### src/rtl/ex_muldiv.sv
`default_nettype none
// +--------------------------------------------------------------------------+
// | Module      : ex_muldiv                                                  |
// | Description : Iterative RV M-extension unit: radix-2 shift-add multiply, |
// |               restoring divide. Divide path built only when macro        |
// |               EX_MULDIV_DIV_EN is defined.                               |
// | Revision    : 1.0 - initial release                                      |
// +--------------------------------------------------------------------------+
module ex_muldiv #(
  parameter int XLEN = 32,
  parameter int REGW = 5
) (
  input  logic            clk,
  input  logic            rst,
  input  logic            valid_i,
  input  logic [2:0]      funct3_i,
  input  logic [XLEN-1:0] reg1_i,
  input  logic [XLEN-1:0] reg2_i,
  input  logic [REGW-1:0] wd_i,
  input  logic            wreg_i,
  input  logic            flush_i,
  output logic            stallreq,
  output logic            valid_o,
  output logic [XLEN-1:0] wdata_o,
  output logic [REGW-1:0] wd_o,
  output logic            wreg_o
);

  localparam int CW = $clog2(XLEN) + 1;

  typedef enum logic [1:0] {
    S_IDLE = 2'd0,
    S_MUL  = 2'd1,
`ifdef EX_MULDIV_DIV_EN
    S_DIV  = 2'd2,
`endif
    S_DONE = 2'd3
  } state_t;

  state_t            r_state;
  state_t            w_state_nx;
  logic [CW-1:0]     r_cnt;
  logic [2*XLEN-1:0] r_acc;
  logic [XLEN-1:0]   r_b;
  logic              r_neg;
  logic [2:0]        r_funct3;
  logic [REGW-1:0]   r_wd;
  logic              r_wreg;
  logic [XLEN-1:0]   r_wdata;
  logic [REGW-1:0]   r_wd_o;

  // Operand sign handling at acceptance
  logic            w_a_signed, w_b_signed, w_a_neg, w_b_neg, w_neg;
  logic [XLEN-1:0] w_a_mag, w_b_mag;

  assign w_a_signed = funct3_i[2] ? ~funct3_i[0] : (funct3_i[1] ^ funct3_i[0]);
  assign w_b_signed = funct3_i[2] ? ~funct3_i[0] : (funct3_i[1:0] == 2'b01);
  assign w_a_neg    = w_a_signed & reg1_i[XLEN-1];
  assign w_b_neg    = w_b_signed & reg2_i[XLEN-1];
  assign w_a_mag    = w_a_neg ? -reg1_i : reg1_i;
  assign w_b_mag    = w_b_neg ? -reg2_i : reg2_i;
  // Remainder takes the dividend sign; everything else the XOR of both
  assign w_neg      = (funct3_i[2] & funct3_i[1]) ? w_a_neg : (w_a_neg ^ w_b_neg);

  logic            w_special;
  logic [XLEN-1:0] w_special_res;

`ifdef EX_MULDIV_DIV_EN
  logic w_div0, w_ovf;
  assign w_div0        = (reg2_i == '0);
  assign w_ovf         = ~funct3_i[0] & (reg1_i == {1'b1, {(XLEN-1){1'b0}}}) & (&reg2_i);
  assign w_special     = funct3_i[2] & (w_div0 | w_ovf);
  assign w_special_res = w_div0 ? (funct3_i[1] ? reg1_i : '1)
                                : (funct3_i[1] ? '0 : reg1_i);
`else
  assign w_special     = funct3_i[2];
  assign w_special_res = '0;
`endif

  logic w_accept, w_busy, w_finish;
  assign w_accept = (r_state == S_IDLE) & valid_i & ~flush_i;
`ifdef EX_MULDIV_DIV_EN
  assign w_busy   = (r_state == S_MUL) | (r_state == S_DIV);
`else
  assign w_busy   = (r_state == S_MUL);
`endif
  assign w_finish = w_busy & ~flush_i & (r_cnt == CW'(1));

  // Multiply step: multiplier lives in the low half and shifts out LSB first
  logic [XLEN:0]     w_sum;
  logic [2*XLEN-1:0] w_mul_nx, w_prod, w_acc_nx;
  logic [XLEN-1:0]   w_mul_res, w_div_res, w_iter_res;

  assign w_sum     = {1'b0, r_acc[2*XLEN-1:XLEN]} + (r_acc[0] ? {1'b0, r_b} : '0);
  assign w_mul_nx  = {w_sum, r_acc[XLEN-1:1]};
  assign w_prod    = r_neg ? -w_mul_nx : w_mul_nx;
  assign w_mul_res = (r_funct3[1:0] == 2'b00) ? w_prod[XLEN-1:0] : w_prod[2*XLEN-1:XLEN];

`ifdef EX_MULDIV_DIV_EN
  // Restoring step: {remainder, dividend/quotient} shift left as one register
  logic [XLEN:0]     w_shift;
  logic [XLEN-1:0]   w_sub, w_quo, w_rem;
  logic              w_ge;
  logic [2*XLEN-1:0] w_div_nx;

  assign w_shift   = r_acc[2*XLEN-1:XLEN-1];
  assign w_ge      = (w_shift >= {1'b0, r_b});
  assign w_sub     = w_shift[XLEN-1:0] - r_b;
  assign w_div_nx  = w_ge ? {w_sub, r_acc[XLEN-2:0], 1'b1}
                          : {w_shift[XLEN-1:0], r_acc[XLEN-2:0], 1'b0};
  assign w_quo     = w_div_nx[XLEN-1:0];
  assign w_rem     = w_div_nx[2*XLEN-1:XLEN];
  assign w_div_res = r_funct3[1] ? (r_neg ? -w_rem : w_rem) : (r_neg ? -w_quo : w_quo);
  assign w_acc_nx  = (r_state == S_DIV) ? w_div_nx : w_mul_nx;
`else
  assign w_div_res = '0;
  assign w_acc_nx  = w_mul_nx;
`endif

  assign w_iter_res = r_funct3[2] ? w_div_res : w_mul_res;

  always_comb begin
    w_state_nx = r_state;
    case (r_state)
      S_IDLE: begin
        if (w_accept) begin
          if (w_special)         w_state_nx = S_DONE;
`ifdef EX_MULDIV_DIV_EN
          else if (funct3_i[2])  w_state_nx = S_DIV;
`endif
          else                   w_state_nx = S_MUL;
        end
      end
      S_MUL: begin
        if (flush_i)                  w_state_nx = S_IDLE;
        else if (r_cnt == CW'(1))     w_state_nx = S_DONE;
      end
`ifdef EX_MULDIV_DIV_EN
      S_DIV: begin
        if (flush_i)                  w_state_nx = S_IDLE;
        else if (r_cnt == CW'(1))     w_state_nx = S_DONE;
      end
`endif
      S_DONE:  w_state_nx = S_IDLE;
      default: w_state_nx = S_IDLE;
    endcase
  end

  always_ff @(posedge clk) begin
    if (rst) r_state <= S_IDLE;
    else     r_state <= w_state_nx;
  end

  always_ff @(posedge clk) begin
    if (rst) begin
      r_cnt    <= '0;
      r_acc    <= '0;
      r_b      <= '0;
      r_neg    <= 1'b0;
      r_funct3 <= '0;
      r_wd     <= '0;
      r_wreg   <= 1'b0;
    end else if (w_accept) begin
      r_cnt    <= CW'(XLEN);
      r_acc    <= {{XLEN{1'b0}}, w_a_mag};
      r_b      <= w_b_mag;
      r_neg    <= w_neg;
      r_funct3 <= funct3_i;
      r_wd     <= wd_i;
      r_wreg   <= wreg_i;
    end else if (w_busy && !flush_i && r_cnt != '0) begin
      r_cnt    <= r_cnt - CW'(1);
      r_acc    <= w_acc_nx;
    end
  end

  // Writeback data is captured on the edge that enters DONE and held after
  always_ff @(posedge clk) begin
    if (rst) begin
      r_wdata <= '0;
      r_wd_o  <= '0;
    end else if (w_accept && w_special) begin
      r_wdata <= w_special_res;
      r_wd_o  <= wd_i;
    end else if (w_finish) begin
      r_wdata <= w_iter_res;
      r_wd_o  <= r_wd;
    end
  end

  assign stallreq = ~rst & (((r_state == S_IDLE) & valid_i & ~flush_i) | (w_busy & ~flush_i));
  assign valid_o  = (r_state == S_DONE) & ~flush_i;
  assign wreg_o   = valid_o & r_wreg;
  assign wdata_o  = r_wdata;
  assign wd_o     = r_wd_o;

endmodule
`default_nettype wire

### config.mk
export PLATFORM = sky130hd
export DESIGN_NAME = ex_muldiv
export DESIGN_NICKNAME = d
export VERILOG_FILES = /design/src/rtl/ex_muldiv.sv
export SDC_FILE = /design/constraint.sdc
export NUM_CORES = 1
export LEC_CHECK = 0
export BUFFER_PORTS_ARGS = -buffer_cell sky130_fd_sc_hd__buf_2
export CELL_PAD_IN_SITES_DETAIL_PLACEMENT = 0
export CELL_PAD_IN_SITES_GLOBAL_PLACEMENT = 2
export CORE_ASPECT_RATIO = 1.1
export CORE_MARGIN = 4
export CORE_UTILIZATION = 31
export DETAILED_ROUTE_END_ITERATION = 16
export PLACE_DENSITY_LB_ADDON = 0.1
export SLEW_MARGIN = 25
export SYNTH_ARGS = -nofsm -noshare
export SYNTH_HDL_FRONTEND = slang
export SYNTH_SLANG_ARGS = --single-unit
### constraint.sdc
create_clock -name clk -period 4.6 [get_ports clk]
set_input_delay 0.92 -clock clk [delete_from_list [all_inputs] [get_ports clk]]
set_output_delay 0.92 -clock clk [all_outputs]
set_load 0.01 [all_outputs]
---- Yosys cells after proc, flatten, opt, wreduce, memory -nomap -nowiden ----
Index checks and enable logic that the tools add are counted.
storage, ports and cells
  output and inout port bits .............. 40
  register bits after elaboration ......... 151
  input bits .............................. 77
cells by class
  $add $sub $neg .......................... 5
  bitwise gates (word level) .............. 16
  reduce and logical (&&, ||, !) cells .... 12
  mux-type cells .......................... 20
  equal/unequal tests ..................... 6
operators by type and width
  kind                                                                    count
  32-bit two-way mux                                                      7
  64-bit two-way mux                                                      1
  32-bit negation                                                         2
  64-bit negation                                                         1
  32-bit by 32-bit adder with 33-bit output                               1
  6-bit two-way mux                                                       2
  1-bit AND                                                               10
  5-bit two-way mux                                                       2
  2-bit two-way mux                                                       4
  6-bit by 1-bit equality test with 1-bit output (second input constant)  1
  6-bit nonzero test                                                      1
  6-bit by 1-bit subtractor with 6-bit output (second input constant)     1
  2-bit by 1-bit equality test with 1-bit output (second input constant)  2
  2-bit logical NOT                                                       2
  2-bit case mux with 2 select lines                                      1
  2-bit nonzero test                                                      2
  2-bit OR reduction                                                      2
  1-bit logical AND                                                       3
  1-bit two-way mux                                                       3
  3-bit by 2-bit != test with 1-bit output (second input constant)        1
  1-bit inverter                                                          3
  2-bit equality test (second input constant)                             1
  2-bit != test (second input constant)                                   1
  2-bit AND reduction                                                     1
  other kinds (3)                                                         4

---- Depth between registers and ports, before layout ----
Gate-level depths: netlist (run 1).
  depth in word-level cells ............... 6
  gate-level depth with buffers ........... 17

---- Least setup slack after synthesis (run 1) ----
Ideal clock, no wire load.
  path kind ............................... register to register
  start point ............................. register r_acc[0]
  end point ............................... register r_wdata[26] (netlist: wdata_o[26])
  stages on the path, launching flop included .. 17
  required time ........................... 4.480 ns
  data arrival time ....................... 4.319 ns
  path slack .............................. 0.161 ns
  cells stage by stage .................... dfxtp_1 clkbuf_1 and2_1 ha_1 inv_1 fa_1 nand2b_1 a21oi_1 o21ai_1 xnor2_1 or3b_1 or4_1 or4b_1 nor3_2 a41oi_1 and2_1 o31a_1
between the ends
  longest elaborated chain between the ends .. 6
RTL lines
  what                                           line  source
  start, declared                                43    logic [2*XLEN-1:0] r_acc;
  start signal, assigned                         165   r_acc <= {{XLEN{1'b0}}, w_a_mag};
  start signal, assigned                         173   r_acc <= w_acc_nx;
  32-bit two-way mux (*)                         94    assign w_sum = {1'b0, r_acc[2*XLEN-1:XLEN]} + (r_acc[0] ? {1'b0, r_b} : '0);
  32-bit by 32-bit adder with 33-bit output (*)  94
  64-bit negation                                96    assign w_prod = r_neg ? -w_mul_nx : w_mul_nx;
  64-bit two-way mux (*)                         96
  32-bit two-way mux (*)                         97    assign w_mul_res = (r_funct3[1:0] == 2'b00) ? w_prod[XLEN-1:0] : w_prod[2*XLEN-1:XLEN];
  32-bit two-way mux (*)                         120   assign w_iter_res = r_funct3[2] ? w_div_res : w_mul_res;
  end signal, assigned                           183   r_wdata <= w_special_res;
  end signal, assigned                           186   r_wdata <= w_iter_res;
  end, declared                                  49    logic [XLEN-1:0] r_wdata;
Mark *: on every way between the ends. The rest lies on a longest branch, timed or not.
A chain may end at the register's enable or synchronous reset.

---- Final worst setup path (run 1) ----
Ends and elaborated chain as after synthesis.

==> out/results.ini, run 1 <==
[run_status]
outcome=complete, no violations

[floorplanning]
die-width_um=186
row_count=71
dieHeight_um=204
die-area_um2=37900
num_io_pins=117
start_util_pct=31.5
core_area_um2=34300

[finish]
drive_gt1_share_pct=15.7
num-nets-final=1714
post-route-util_pct=37.4
final_area_um2=12800
antenna_cells=0
synthToLayoutAreaGrowth_pct=18.6
fillers=3734

[critical_path]
crit_type=reg2reg
critPathSlowestCell=or4_4
end_kind=flop
reg2reg_depth=16
cp_data_arrival_time_ps=4600
reg2reg_setup_slack_ps=340
crit_start=r_acc[0]
cp-start-kind=flop
cp_max_fo=5
timing.rr.start=r_acc[0]
path_cells=and2_1 > ha_1 > inv_1 > fa_1 > nand2b_1 > a21oi_1 > buf_4 > o211a_1 > a311o_1 > or3b_1 > or4_4 > or4b_1 > nor3_2 > a41oi_1 > and2_1 > o31a_1
crit_top_cell=and2_1
cpPeakStageDelay_ps=570
reg2reg_to=wdata_o[26]
cp_data_required_time_ps=4940

[pwr]
p_total_mw=3.69
p_leak_nw=4.99
p_per_area_nw_per_um2=288
irDropWorstVdd_mv=0.246

[worst_hold_path]
min_path_type=reg2reg
whs_endpoint=wdata_o[18]
min_from=wdata_o[18]
min_path_cells=2

[clock_network]
numCtsBuffers=17
clock_sinks=151
clockBufferDepth=2
cts_tree=done
htree_num_levels=4
root_buffer=clkbuf_16
clkTransAtPathRegs_ps=60
insertion_delay_ps=450

[timing]
max_freq_mhz=235
finalSetupViolCount=0
min_period_ps=4260
setup_tns_ps=0
skew_ps=13.9
hold_ws_ps=446
rsz0062_at_grt=false
maxSlewViolCount=0
hold_viol_final=0
tightest_slew_ps=976
finalCritPeriodShare_pct=92.6
slew_headroom_pct=34.9

[synthesis]
yosys_most_used_dff=dfxtp_1
ys_seq_area_share_pct=28.0
async_reset_ff_share_pct=0
netlist_instances=1489
synth_cell_type_count=74
yosysWarnings=0
ys_ff_latch=151
syn-num-nets=1605
synth.cell_area_um2=10800
synth_edf_count=0
syn_avg_cell_area_um2=7.26

[place]
port_buffers=116
hpwlAfterDp_mm=32.7
gp_congestion=0.909
placed_area_um2=12100

[job]
drv_cap=0

[grt]
gr-total-overflow=0
grt_pass1_wl_mm=64.0
grt_max_degree=79
grt_use_total_pct=21.9
antenna_found_initial=1
grt_pass1_vias=10700

[routing]
vias_per_cell=5.37
drtPass1Iterations=4
drtIter0Drc=834
drc_errors=0
finalWirelength_mm=41.6
ant_nets=0
wl_per_cell_um=20.3
vias=11000

==> synth_stat cells (4+ instances only) <==
cell / count / share of area [%]
nor3b_1: 4 / 0.28
xor2_1: 59 / 4.8
o31ai_1: 23 / 1.6
nand4_1: 14 / 0.81
and4_1: 4 / 0.32
xnor2_1: 64 / 5.2
buf_1: 7 / 0.24
nor4_1: 15 / 0.87
ha_1: 38 / 4.4
or3_1: 23 / 1.3
nand2_1: 259 / 9.0
a21o_1: 9 / 0.62
a21oi_1: 123 / 5.7
and2_1: 41 / 2.4
mux2i_1: 10 / 0.93
nand3_1: 16 / 0.74
o311ai_0: 5 / 0.40
a211oi_1: 45 / 3.1
a311oi_1: 36 / 2.9
o41ai_1: 12 / 0.97
o21a_1: 5 / 0.35
or4_1: 8 / 0.56
nor2_1: 161 / 5.6
or2_2: 11 / 0.64
dfxtp_1: 151 / 28
o21ai_0: 89 / 4.1
nor3_1: 31 / 1.4
nor2b_1: 5 / 0.29
and3_1: 6 / 0.35
clkbuf_1: 82 / 2.8
inv_1: 20 / 0.69
nand2b_1: 15 / 0.87
nand3b_1: 5 / 0.35
a31oi_1: 14 / 0.81
o211ai_1: 10 / 0.69
a22oi_1: 4 / 0.28
==> kinds of logic (layout without fill, tap and decap cells) <==
family,count (synthesis),after routing,share of synthesized area [%]
AO/OA/AOI/OAI,418,418,25.2
XOR/XNOR,123,123,9.96
adder cells (fa/ha/maj),39,39,4.58
buffers and inverters,114,235,4.06
flip-flops,151,151,28.0
multiplexers,10,10,0.926
AND/OR/NAND/NOR,634,634,27.3
==> where the power goes <==
| group | switching (mW) | total, mW | internal [mW] | leakage, nW |
|---|---|---|---|---|
| logic | 0.388 | 0.622 | 0.234 | 3.44 |
| registers | 0.0664 | 1.42 | 1.36 | 1.23 |
| clock network | 0.613 | 1.64 | 1.03 | 0.322 |
| total | 1.07 | 3.69 | 2.62 | 4.99 |
==> placed cells by master, fill, tap and decap left out, types with 15 or more instances in the layout <==
cell type	n
nand2b_1	15
ha_1	37
buf_2	116
nor3_1	31
a311oi_1	36
a211oi_1	45
nor2_1	160
o21ai_0	88
nand2_1	259
dfxtp_1	150
o31ai_1	23
or3_1	23
a21oi_1	120
inv_1	20
xor2_1	59
xnor2_1	63
clkbuf_16	17
buf_4	66
nand3_1	16
and2_1	40
==> cell type report <==
class                      count  area [µm²]  area share [%]
clock buffer                  18         439            3.43
clock inverter                13         228            1.78
inverter                      21        78.8           0.615
multi-input combinational   1224        7420            57.8
sequential                   151        3020            23.6
tap                          438         548            4.27
timing repair buffer         183        1090            8.48
==> layer usage <==
layer  share of wire [%]  wire [µm]  up-vias  global-route usage (%)
li1                    -          -     5556                       -
met1                  50      20900     5166                    31.9
met2                  43      18000      233                    32.9
met3                 4.2       1730       46                    3.79
met4                 2.3        969        0                    6.51
met5                   0          0        -                       0
==> stage by stage <==
stage / worst slack, ps / cells
after floorplan: 161 / 1489
after global placement: -48.6 / 2016
after detailed placement: -36.0 / 2016
after CTS: 29.1 / 2047
after global routing: 27.0 / 2048
final: 340 / 2048
==> registers in the layout, summed over array words and instances, names as in the netlist <==
register / flops
r_acc: 64
r_b: 32
wdata_o: 32
r_cnt: 6
r_wd: 5
wd_o: 5
r_funct3: 3
r_state: 2
r_neg: 1
r_wreg: 1
==> critical path, delay by kind of cell, from the launching register on <==
kind	cells	cell delay (ps)
AND/OR/NAND/NOR	7	2190
AO/OA/AOI/OAI	5	830
adder cells (fa/ha/maj)	2	560
flip-flops	1	360
buffers and inverters	2	220
==> what timing repair did <==
| action | CTS | global route |
|---|---|---|
| buffers inserted | 0 | 1 |
| pin swaps | 0 | 1 |
| hold buffers | 0 | 0 |
| setup endpoints to repair | 2 | 11 |
| resized for setup | 1 | 10 |
==> worst max-delay path by stage <==
stage                     cells after the start          end  slack (ps)
after floorplan                              16  wdata_o[26]         160
after global placement                       15  wdata_o[26]         -50
after detailed placement                     14  wdata_o[31]         -40
after CTS                                    15  wdata_o[26]          30
after global routing                         14  wdata_o[29]          30
final                                        16  wdata_o[26]         340
No activity file was read; power rests on OpenSTA's default activity.
==> run 2, diff against run 1 <==
ABC_AREA = 1   (was not set)
CORE_UTILIZATION = 29   (was 31)
==> run 2 against run 1 <==
Against the previous run: global-route usage is 1.2 points lower; final cell count is 36% higher; routed wire length is 14% higher; flip-flop and latch count stayed put; worst hold slack better by 16 ps; largest power group unchanged.
==> out/results.ini, run 2 <==
[run_status]
outcome=complete, no violations

[timing]
min_period_ps=3460  ; -803 ps
maxSlewViolCount=0  ; unchanged
skew_ps=15.0  ; +1.13 ps
max_freq_mhz=289  ; +23%
hold_viol_final=0  ; unchanged
finalSetupViolCount=0  ; unchanged
worst_slack_ps=1140  ; +803 ps
setup_tns_ps=0  ; unchanged
rsz0062_at_grt=false
finalCritPeriodShare_pct=75.2  ; -17 points
slew_headroom_pct=37.7  ; +2.8 points
tightest_slew_ps=935  ; -41.3 ps
hold_ws_ps=462  ; +16.4 ps

[finish]
num-nets-final=2326  ; +36%
top_register=r_acc
fillers=4902  ; +31%
final_cell_mix=nand2_1 (661), inv_1 (300), nor2_1 (160), o21ai_0 (150), dfxtp_1 (150)
fin_cells=2790  ; +36%
mostFrequentLayoutCell=nand2_1
largest_reg_flops=64  ; unchanged
post-route-util_pct=33.7  ; -3.7 points
antenna_cells=0  ; unchanged
final_area_um2=14200  ; +11%
drive_gt1_share_pct=13.4  ; -2.3 points
synthToLayoutAreaGrowth_pct=14.6

[job]
drv_cap=0  ; unchanged

[place]
placed_area_um2=13600  ; +12%
gp_congestion=0.844  ; -7.1%
placed_cells=2758  ; +37%
place_ws_ps=1180  ; +1210 ps
port_buffers=116  ; unchanged
hpwlAfterDp_mm=38.2  ; +17%

[routing]
ant_nets=0  ; unchanged
routedLengthMet1_mm=22.9  ; +9.5%
vias_per_cell=4.76  ; -11%
routed.top_layer=met4
drtIter0Drc=815  ; -2.3%
drtPass1Iterations=5  ; +1
met3WireLength_mm=1.71  ; -1.2%
drc_errors=0  ; unchanged
finalWirelength_mm=47.5  ; +14%
wl_met2_mm=22.2  ; +23%
vias=13300  ; +21%
wl_per_cell_um=17.0  ; -16%

[grt]
grt_use_total_pct=20.7  ; -1.2 points
grt_pass1_wl_mm=73.7  ; +15%
antenna_found_initial=0  ; -1
grt_max_degree=61  ; -23%
grt_pass1_vias=12700  ; +19%
gr-total-overflow=0  ; unchanged

[synthesis]
syn-num-nets=2244  ; +40%
synth_area_leader_cell=dfxtp_1
yosysMostFrequentCell=nand2_1
synth_cell_type_count=57  ; -23%
ys_ff_latch=151  ; unchanged
synth.cell_area_um2=12400  ; +15%
async_reset_ff_share_pct=0  ; unchanged
netlist_instances=2128  ; +43%
ys_seq_area_share_pct=24.3  ; -3.6 points
yosysWarnings=0  ; unchanged
ys_top_cells_by_area=dfxtp_1 (24%), nand2_1 (20%), inv_1 (9.1%), o21ai_0 (6.0%), a21oi_1 (5.8%)
syn_avg_cell_area_um2=5.84  ; -20%
netlist_top_cells_count=nand2_1 (661), inv_1 (300), nor2_1 (163)
yosys_most_used_dff=dfxtp_1
netlist.area_leader.share_pct=24.3  ; -3.6 points
synth_edf_count=0  ; unchanged

[pwr]
switching_share_pct=33.0  ; +4.0 points
p_leak_nw=7.21  ; +44%
p_int_mw=2.47  ; -5.7%
seq_power_share_pct=38.2  ; -0.4 points
clkPwrFrac_pct=43.2  ; -1.3 points
p_per_area_nw_per_um2=259  ; -10%
combinationalPowerShare_pct=18.6  ; +1.7 points
power_switching_mw=1.22  ; +14%
p_total_mw=3.69  ; about the same
irDropWorstVdd_mv=0.410  ; +66%

[clock_network]
cts_tree=done
cts_hold_buf=0  ; unchanged
insertion_delay_ps=490  ; +40 ps
post_cts_resized=0  ; -1
postCtsSetupBuffers=0  ; unchanged
clkTransAtPathRegs_ps=70  ; about the same
clock_sinks=151  ; unchanged
clockBufferDepth=2  ; unchanged
numCtsBuffers=17  ; unchanged
htree_num_levels=4  ; unchanged
root_buffer=clkbuf_16

[critical_path]
cp_max_fo=32  ; +27
end_kind=flop
crit_type=reg2reg
cp_data_required_time_ps=4950  ; about the same
timing.rr.start=r_acc[0]
cp_data_arrival_time_ps=3810  ; -790 ps
cp-start-kind=flop
reg2reg_setup_slack_ps=1140  ; +800 ps
reg2reg_depth=21  ; +5
reg2reg_to=wdata_o[24]

[floorplanning]
num_io_pins=117  ; unchanged
dieHeight_um=225  ; +10%
row_count=79  ; +11%
start_util_pct=29.4  ; -2.2 points
die-area_um2=46200  ; +22%
core_area_um2=42300  ; +23%
die-width_um=205  ; +10%

[worst_hold_path]
min_path_cells=2  ; unchanged
min_path_type=reg2reg
whs_endpoint=wdata_o[23]
min_from=wdata_o[23]

-- run 2: cell count changes in the layout (fill, tap and decap cells not counted), moves of 29 or more --
| cell | change |
|---|---|
| a211oi_1 | -45 |
| a311oi_1 | -36 |
| and2_1 | -37 |
| buf_4 | -49 |
| inv_1 | +280 |
| nand2_1 | +402 |
| nand2_2 | +30 |
| nand3_1 | +100 |
| o21ai_0 | +62 |
| xnor2_1 | -48 |
| xor2_1 | -29 |
-- run 2: how the worst max path moves through the flow --
stage | startpoint | to
floorplan | r_acc[0] | wdata_o[24]
global placement | r_acc[0] | wdata_o[24]
detailed placement | r_acc[0] | wdata_o[24]
CTS | r_acc[0] | wdata_o[24]
global route | r_acc[0] | wdata_o[24]
finish | r_acc[0] | wdata_o[24]
-- run 2: cells by family (layout without fill, tap and decap cells) --
logic type	Yosys count	in the layout	share of synthesized area [%]
XOR/XNOR	45	45	3.17
adder cells (fa/ha/maj)	39	39	3.99
AO/OA/AOI/OAI	374	374	16.8
flip-flops	151	151	24.3
AND/OR/NAND/NOR	1115	1115	39.4
buffers and inverters	404	499	12.3
-- run 2: cell type report --
| class | count | area, µm² | share of cell area, % |
|---|---|---|---|
| multi-input combinational | 1573 | 7890 | 55.4 |
| sequential | 151 | 3020 | 21.2 |
| inverter | 333 | 1250 | 8.77 |
| timing repair buffer | 134 | 728 | 5.11 |
| tap | 567 | 709 | 4.98 |
| clock buffer | 18 | 439 | 3.08 |
| clock inverter | 14 | 206 | 1.45 |
-- run 2: worst max-delay path, stage by stage (launching register included) --
cell and delay, ps:
dfxtp_1 330, buf_4 320, nand2_1 160, fa_1 460, inv_1 120, nand3_1 90, nand2_2 160, nand2_1 90
nand2_1 130, nand2_1 80, nand2_2 160, nand2_2 100, nor2_1 170, nand2_1 90, nor2_1 180, nand2_1 110
nand2_1 120, nand2_1 110, nand2_1 70, nand2_1 50, o21ai_1 130, a21oi_1 70
-- run 2: power by group through the flow --
| stage | Combinational [mW] | Clock [mW] | Sequential, mW |
|---|---|---|---|
| 2_1_floorplan | 0.459 | 0 | 1.41 |
| 3_3_place_gp | 0.688 | 0 | 1.44 |
| 3_5_place_dp | 0.688 | 0 | 1.44 |
| 4_1_cts | 0.690 | 1.66 | 1.41 |
| 5_1_grt | 0.779 | 1.70 | 1.41 |
| 6_report | 0.685 | 1.59 | 1.41 |
-- run 2: metal layers --
layer	vias to the layer above	track usage [%]
li1	6968	-
met1	6063	28.4
met2	224	34.0
met3	36	3.76
met4	0	4.69
met5	-	0
